File: src/rtl/dp_ram_ctrl_pkg.sv
// Shared types and constants for the dual-port RAM controller.
//   ctrl_state_e : controller sequencing states (reset hold, clear sweep, run)
//   NUM_WR_REQ   : number of write requesters sharing the RAM write port
package dp_ram_ctrl_pkg;

   localparam int unsigned NUM_WR_REQ = 2;

   typedef enum logic [1:0] {
      RST  = 2'd0,
      INIT = 2'd1,
      RUN  = 2'd2
   } ctrl_state_e;

   // Bitwise masked merge: bits set in mask take new_word, others keep old_word.
   function automatic logic [63:0] masked_merge(input logic [63:0] old_word,
                                                input logic [63:0] new_word,
                                                input logic [63:0] mask);
      return (old_word & ~mask) | (new_word & mask);
   endfunction

endpackage

File: src/rtl/dp_ram_ctrl_arb.sv
// Two-way round-robin arbiter for the RAM write port.
// Ports:
//   clk, rst_n : clock and asynchronous active-low reset
//   valid      : request per requester
//   advance    : arbitration enabled this cycle (grants forced low otherwise)
//   grant      : one-hot grant, combinational from valid and last_grant
// last_grant resets to 1 so the first contended cycle favours requester 0.
module rr_arbiter_2
   import dp_ram_ctrl_pkg::*;
(
   input  logic                  clk,
   input  logic                  rst_n,
   input  logic [NUM_WR_REQ-1:0] valid,
   input  logic                  advance,
   output logic [NUM_WR_REQ-1:0] grant
);

   logic last_grant;

   // Single requester wins outright; on contention the one not served last wins.
   always_comb begin
      grant = '0;
      if (advance) begin
         case (valid)
            2'b01:   grant = 2'b01;
            2'b10:   grant = 2'b10;
            2'b11:   grant = last_grant ? 2'b01 : 2'b10;
            default: grant = '0;
         endcase
      end
   end

   // Remember the index of the most recent grant.
   always_ff @(posedge clk or negedge rst_n) begin
      if (!rst_n) begin
         last_grant <= 1'b1;
      end else if (|grant) begin
         last_grant <= grant[1];
      end
   end

endmodule

File: src/rtl/dp_ram_ctrl.sv
// Sequencing and arbitration controller in front of one dual-port RAM.
// After reset it sweeps every entry to INIT_VALUE through the write port,
// then shares the write port between two requesters (round robin) and
// serves one reader with a fixed one-cycle response.
// Ports:
//   CLK, rst_n             : clock, asynchronous active-low reset
//   clear_req              : start a new clear sweep (honoured in RUN only)
//   init_done              : high while in RUN
//   wr_valid/wr_ready      : per-requester write request / grant
//   wr_addr*/wr_data*/wr_mask* : per-requester write payload (mask 1 = write bit)
//   rd_valid/rd_ready/rd_addr  : read request / accept / address
//   rd_rvalid/rd_rdata     : read response, one cycle after accept
//   ram_cea/ram_aa/ram_qa  : RAM read port
//   ram_ceb/ram_ab/ram_db/ram_bwb : RAM write port
module dp_ram_ctrl
   import dp_ram_ctrl_pkg::*;
#(
   parameter int unsigned           ADDR_WIDTH = 8,
   parameter int unsigned           DATA_WIDTH = 32,
   parameter logic [DATA_WIDTH-1:0] INIT_VALUE = '0
) (
   input  logic                  CLK,
   input  logic                  rst_n,
   input  logic                  clear_req,
   output logic                  init_done,
   input  logic [NUM_WR_REQ-1:0] wr_valid,
   output logic [NUM_WR_REQ-1:0] wr_ready,
   input  logic [ADDR_WIDTH-1:0] wr_addr0,
   input  logic [ADDR_WIDTH-1:0] wr_addr1,
   input  logic [DATA_WIDTH-1:0] wr_data0,
   input  logic [DATA_WIDTH-1:0] wr_data1,
   input  logic [DATA_WIDTH-1:0] wr_mask0,
   input  logic [DATA_WIDTH-1:0] wr_mask1,
   input  logic                  rd_valid,
   output logic                  rd_ready,
   input  logic [ADDR_WIDTH-1:0] rd_addr,
   output logic                  rd_rvalid,
   output logic [DATA_WIDTH-1:0] rd_rdata,
   output logic                  ram_cea,
   output logic [ADDR_WIDTH-1:0] ram_aa,
   output logic                  ram_ceb,
   output logic [ADDR_WIDTH-1:0] ram_ab,
   output logic [DATA_WIDTH-1:0] ram_db,
   output logic [DATA_WIDTH-1:0] ram_bwb,
   input  logic [DATA_WIDTH-1:0] ram_qa
);

   localparam logic [ADDR_WIDTH-1:0] ADDR_LAST = {ADDR_WIDTH{1'b1}};

   ctrl_state_e           state;
   logic [ADDR_WIDTH-1:0] sweep_cnt;
   logic                  in_init;
   logic                  in_run;
   logic [NUM_WR_REQ-1:0] grant;

   assign in_init = (state == INIT);
   assign in_run  = (state == RUN);

   rr_arbiter_2 u_arb (
      .clk     (CLK),
      .rst_n   (rst_n),
      .valid   (wr_valid),
      .advance (in_run),
      .grant   (grant)
   );

   // Controller state, sweep counter and read-valid pipeline.
   always_ff @(posedge CLK or negedge rst_n) begin
      if (!rst_n) begin
         state     <= RST;
         sweep_cnt <= '0;
         rd_rvalid <= 1'b0;
      end else begin
         rd_rvalid <= rd_valid && in_run;
         case (state)
            RST: begin
               state     <= INIT;
               sweep_cnt <= '0;
            end
            INIT: begin
               // Counter wraps to 0 naturally on the last address.
               sweep_cnt <= sweep_cnt + ADDR_WIDTH'(1);
               if (sweep_cnt == ADDR_LAST) begin
                  state <= RUN;
               end
            end
            RUN: begin
               if (clear_req) begin
                  state     <= INIT;
                  sweep_cnt <= '0;
               end
            end
            default: begin
               state     <= RST;
               sweep_cnt <= '0;
            end
         endcase
      end
   end

   assign init_done = in_run;
   assign rd_ready  = in_run;
   assign wr_ready  = grant;
   assign rd_rdata  = rd_rvalid ? ram_qa : '0;

   // Write port: sweep owns it during INIT, granted requester in RUN.
   always_comb begin
      ram_ceb = 1'b0;
      ram_ab  = '0;
      ram_db  = '0;
      ram_bwb = '0;
      if (in_init) begin
         ram_ceb = 1'b1;
         ram_ab  = sweep_cnt;
         ram_db  = INIT_VALUE;
         ram_bwb = '1;
      end else if (grant[0]) begin
         ram_ceb = 1'b1;
         ram_ab  = wr_addr0;
         ram_db  = wr_data0;
         ram_bwb = wr_mask0;
      end else if (grant[1]) begin
         ram_ceb = 1'b1;
         ram_ab  = wr_addr1;
         ram_db  = wr_data1;
         ram_bwb = wr_mask1;
      end
   end

   // Read port: every request is accepted in RUN; address zeroed when idle.
   always_comb begin
      ram_cea = in_run && rd_valid;
      ram_aa  = ram_cea ? rd_addr : '0;
   end

endmodule

File: config.mk
export PLATFORM = sky130hd
export DESIGN_NAME = dp_ram_ctrl
export DESIGN_NICKNAME = d
export VERILOG_FILES = /design/src/rtl/dp_ram_ctrl_pkg.sv /design/src/rtl/dp_ram_ctrl_arb.sv /design/src/rtl/dp_ram_ctrl.sv
export SDC_FILE = /design/constraint.sdc
export NUM_CORES = 1
export LEC_CHECK = 0
export BUFFER_PORTS_ARGS = -buffer_cell sky130_fd_sc_hd__clkbuf_2
export CAP_MARGIN = 20
export CORE_AREA = 4 4 117 119
export CTS_CLUSTER_DIAMETER = 40
export DETAILED_ROUTE_END_ITERATION = 8
export DIE_AREA = 0 0 121 123
export SKIP_CTS_REPAIR_TIMING = 1
export SYNTH_ARGS = -nofsm -noshare
export SYNTH_HDL_FRONTEND = slang
export SYNTH_HIERARCHICAL = 1
export SYNTH_SLANG_ARGS = --single-unit
File: constraint.sdc
create_clock -name CLK -period 2.3 [get_ports CLK]
set_input_delay 0.115 -clock CLK [delete_from_list [all_inputs] [get_ports CLK]]
set_output_delay 0.115 -clock CLK [all_outputs]
set_load 0.03 [all_outputs]
Word level (Yosys, flattened, before mapping)
Index checks and enable logic that the tools add are counted.

storage, ports and cells
  logic and storage cells = 39
  flip-flop bits (word level) = 12
  output and inout port bits = 119
  input port bits = 190

cells by class
  add/subtract/negate cells = 1
  multiplexer cells = 22
  equal/unequal tests = 8
  reductions and logical operators = 4

operator list
  operator               count
  $mux W32               7
  $mux W8                5
  $pmux W8 S2            1
  $pmux W2 S3            2
  $add A8 B1 Y8 const B  1
  $eq A8 B8 Y1 const B   1
  $mux W2                4
  $eq A2 B2 Y1 const B   3
  $eq A2 B1 Y1 const B   2
  $mux W1                3
  $logic_not A2 Y1       1
  $ne A2 B1 Y1 const B   1
  $ne A2 B2 Y1 const B   1
  $reduce_and A2 Y1      1
  $reduce_or A2 Y1       1
  $logic_and A1 B1 Y1    1

Depth between registers and ports, before layout
  depth in word-level cells = 6
  gate-level depth with buffers = 9
  depth with buffers taken out = 6

Cells and area by module
Netlist, hierarchy kept.

by module, submodules not included
  module        instances  cells each  seq. area each (um2)  area an instance (um2)
  dp_ram_ctrl   1          247         275.3                 1766.7
  rr_arbiter_2  1          8           26.3                  62.6

Least setup slack after synthesis
No wires, ideal clock.

  path type = reg-to-output
  start point = register state[0]
  end point = output port ram_ab[6]
  data required time = 2.185 ns
  cell stages (with the launch flop) = 9
  buffers on the path = 3
  data arrival time = 2.937 ns
  slack = -0.752 ns
  cells stage by stage = dfrtp_1 nor2b_1 clkbuf_1 nand2_1 a21oi_1 buf_2 clkbuf_1 nand2_1 a31oi_1

on the way
  elaborated cells between the ends (all ways) = 6
  those cells by class = eq/ne: 2; mux: 4

RTL lines
  item                    RTL line               source
  start, declared         dp_ram_ctrl.sv:50      ctrl_state_e state;
  start signal, assigned  dp_ram_ctrl.sv:70      state <= RST;
  start signal, assigned  dp_ram_ctrl.sv:77      state <= INIT;
  start signal, assigned  dp_ram_ctrl.sv:84      state <= RUN;
  $eq A2 B2 Y1            dp_ram_ctrl.sv:57      assign in_run = (state == RUN);
  via init_done           dp_ram_ctrl.sv:25      output logic init_done,
  $mux W2                 dp_ram_ctrl_arb.sv:23  if (advance) begin
  via wr_ready[0]         dp_ram_ctrl.sv:27      output logic [NUM_WR_REQ-1:0] wr_ready,
  $mux W8                 dp_ram_ctrl.sv:117     end else if (grant[0]) begin
  $mux W8                 dp_ram_ctrl.sv:112     if (in_init) begin
  end, declared           dp_ram_ctrl.sv:42      output logic [ADDR_WIDTH-1:0] ram_ab,

The timed path passes the listed nets, and every way through them passes these cells.

Worst setup path in the final report
  start point = register state[0]
  end point = output port ram_ab[3]

on the way
  cells in the longest elaborated chain, start to end = 5
  elaborated cells between the ends (all ways) = 6
  those cells by class = eq/ne: 2; mux: 4

RTL lines
  item          RTL line               source
  $eq A2 B2 Y1  dp_ram_ctrl.sv:57
  $mux W2       dp_ram_ctrl_arb.sv:23
  $mux W8       dp_ram_ctrl.sv:122     end else if (grant[1]) begin
  $mux W8       dp_ram_ctrl.sv:117
  $mux W8 (*)   dp_ram_ctrl.sv:112

Mark *: on every way between the ends. The rest lies on a longest branch, timed or not.

==> results.yml <==
status:
  status: "completed"
sta:
  fmax_ghz: 0.463
  drv_slew: 0
  hold_violations: 0
  clock_skew_ns: 0.00311
  setup_tns_ns: 0
  finalCritPeriodShare: 0.938
  tightest_slew_ns: 0.648
  whs_ns: 0.209
  worst_slack_ns: 0.142
  setup_viol: 0
  rsz0062_at_grt: "true"
  slew_headroom: 0.568
  fin_crit_ns: 2.16
placed_design:
  post-place-ws_ns: 0.264
  port_buffers: 308
  dp_hpwl_mm: 9.74
  routabilityCongestion: 0.722
  place_area_um2: 3720
floorplan:
  fp.dieH_um: 123
  pin_count: 309
  rows: 41
  die_x_um: 121
  core-area_um2: 12600
  initial_core_util: 0.146
  die_area_um2: 14900
power_and_ir_drop:
  powerDensity_nw_per_um2: 192
  p_leak_nw: 2.03
  vdd_drop_max_v: 0.000173
cts:
  clk_path_buf_depth: 2
  clkSinkCount: 12
  cts-root-buf: "clkbuf_16"
  clkLatencyLatePin_ns: 0.24
  numCtsBuffers: 3
  cts_tree: "built"
  clkTransAtPathRegs_ns: 0.04
  htreeDepth: 1
global_routing:
  grt_max_degree: 46
  grt.busiest_layer: "met2"
  grt_pass1_wl_mm: 15.9
  grt_remaining_overflow: 0
  antenna_found_initial: 2
  grt_usage: 0.133
  use_met3: 0.0297
  grt_use_met1: 0.152
  met2_usage: 0.248
  grt_pass1_vias: 2977
yosys:
  synth.avg_cell_area_um2: 7.17
  synth_nets: 446
  yosys.area.top_type: "a221o_1"
  yosys_warnings: 6
  synth_seq_cells: 12
  yosys-top-cells-area: "a221o_1 18%, dfrtp_1 15%, a22oi_1 13%"
  ys_types: 37
  synth_common_cells: "45 x nor2_1, 33 x and2_1, 32 x a221o_1, 32 x a22oi_1, 14 x buf_2"
  synth_edf_count: 0
  yosysSeqAreaShare: 0.165
  async_flop_share: 1.00
  synth_most_common_cell: "nor2_1"
  synthCells: 255
  netlist_area_um2: 1830
  yosysTopAreaCellShare: 0.175
  ys.flop_type: "dfrtp_1"
final_layout:
  fin_util: 0.305
  area_delta_synth_final_pct: 109
  postLayoutCellArea_um2: 3830
  nets: 736
  final.fill_count: 1379
  multi_input_area_um2: 1550
  seqCellArea_um2: 303
  drive_gt1_frac: 0.715
worst_setup_path:
  critPathKind: "reg -> out"
  path_cells: "nor2b_2, nand2_1, a21oi_4, nor2b_4, buf_12, a221oi_1, a21oi_1, buf_2"
  cp_max_fo: 34
  path_buf_inv: 2
  critPathMaxStageDelay_ns: 0.43
  startpoint_type: "register"
  crit_slowest_cell: "dfrtp_1"
  cp.required_ns: 2.18
  critPathLaunch: "state[0]"
  arrival_ns: 2.04
  end_kind: "output pin"
  r2r-start: "state[1]"
  crit_family: "simple AND/OR/NAND/NOR gates"
routing:
  postRouteAntennaNets: 0
  dr_total_vias: 3197
  drt_pre_antenna_iters: 5
  drc: 0
  wl_per_cell_um: 15.9
  via_per_inst: 4.45
  drt_iter0_drc: 108
  routed_wl_mm: 11.5
hold_path:
  min_path_type: "in -> reg"
  holdCritStartpoint: "wr_valid[1]"
run:
  drv_cap: 0
-- metrics by stage --
stage               std cells  total power [W]
floorplan                 255         0.000215
global placement          711         0.000383
detailed placement        711         0.000383
CTS                       715         0.000738
global route              718         0.000764
finish                    718         0.000733
-- worst reg2reg max path: cells and delay by family (launching register included) --
kind             cells  cell delay, ns
flip-flops           1            0.43
AND/OR/NAND/NOR      3            1.08
-- path summary, 6_finish.rpt --
path	slack, ns	endpoint	cells after the start
min in group asynchronous	0.30	sweep_cnt[4]	2
max in group asynchronous	1.71	u_arb/last_grant	2
max reg2reg	0.73	sweep_cnt[5]	3
max	0.14	ram_ab[3]	8
min reg2reg	0.58	u_arb/last_grant	2
min	0.21	u_arb/last_grant	3
-- final cells by class --
class                           count  area share
Inverter                            3     0.00294
Tap cell                          172      0.0562
Sequential cell                    12      0.0791
Multi-Input combinational cell    209       0.404
Antenna cell                        2     0.00131
Timing Repair Buffer              316       0.433
Clock buffer                        4      0.0232
-- report_power, final --
part / total (W) / internal, W / switching, W
clock network: 0.000352 / 0.000262 / 0.0000893
registers: 0.000212 / 0.000212 / 0
logic: 0.000170 / 0.000113 / 0.0000565
total: 0.000733 / 0.000587 / 0.000146
-- logic make-up (layout without fill, tap and decap cells) --
kind of cell    after synthesis  count (layout)  synth area share
simple gates                117             117             0.332
compound gates               90              90             0.406
buf+inv                      34             323            0.0855
flops                        12              12             0.165
fa+ha+maj                     1               1           0.00684
xor+xnor                      1               1           0.00479
other cells                   0               2                 0
-- placed cells by master, fill, tap and decap left out, drive strengths merged, types with 2 or more instances in the layout --
master,count
dfrtp,11
o22ai,2
nand2,9
nor3b,2
nor2b,4
buf,8
a22oi,32
nor2,45
clkbuf,311
nand3,7
a221oi,7
o211ai,2
a21oi,6
or4,2
a31oi,2
diode,2
and2,33
o21ai,3
inv,3
a221o,32
and3,9
-- metal layers --
| metal | part of all wire | up-vias |
|---|---|---|
| met2 | 0.51 | 217 |
| met5 | 0 | - |
| li1 | - | 1553 |
| met1 | 0.37 | 1415 |
| met3 | 0.10 | 12 |
| met4 | 0.020 | 0 |
-- flip-flops by register name, summed over array words and instances, names as in the netlist --
| register | count |
|---|---|
| state | 2 |
| u_arb/last_grant | 1 |
| rd_rvalid | 1 |
| sweep_cnt | 8 |
Power figures use the tool's default switching activity.
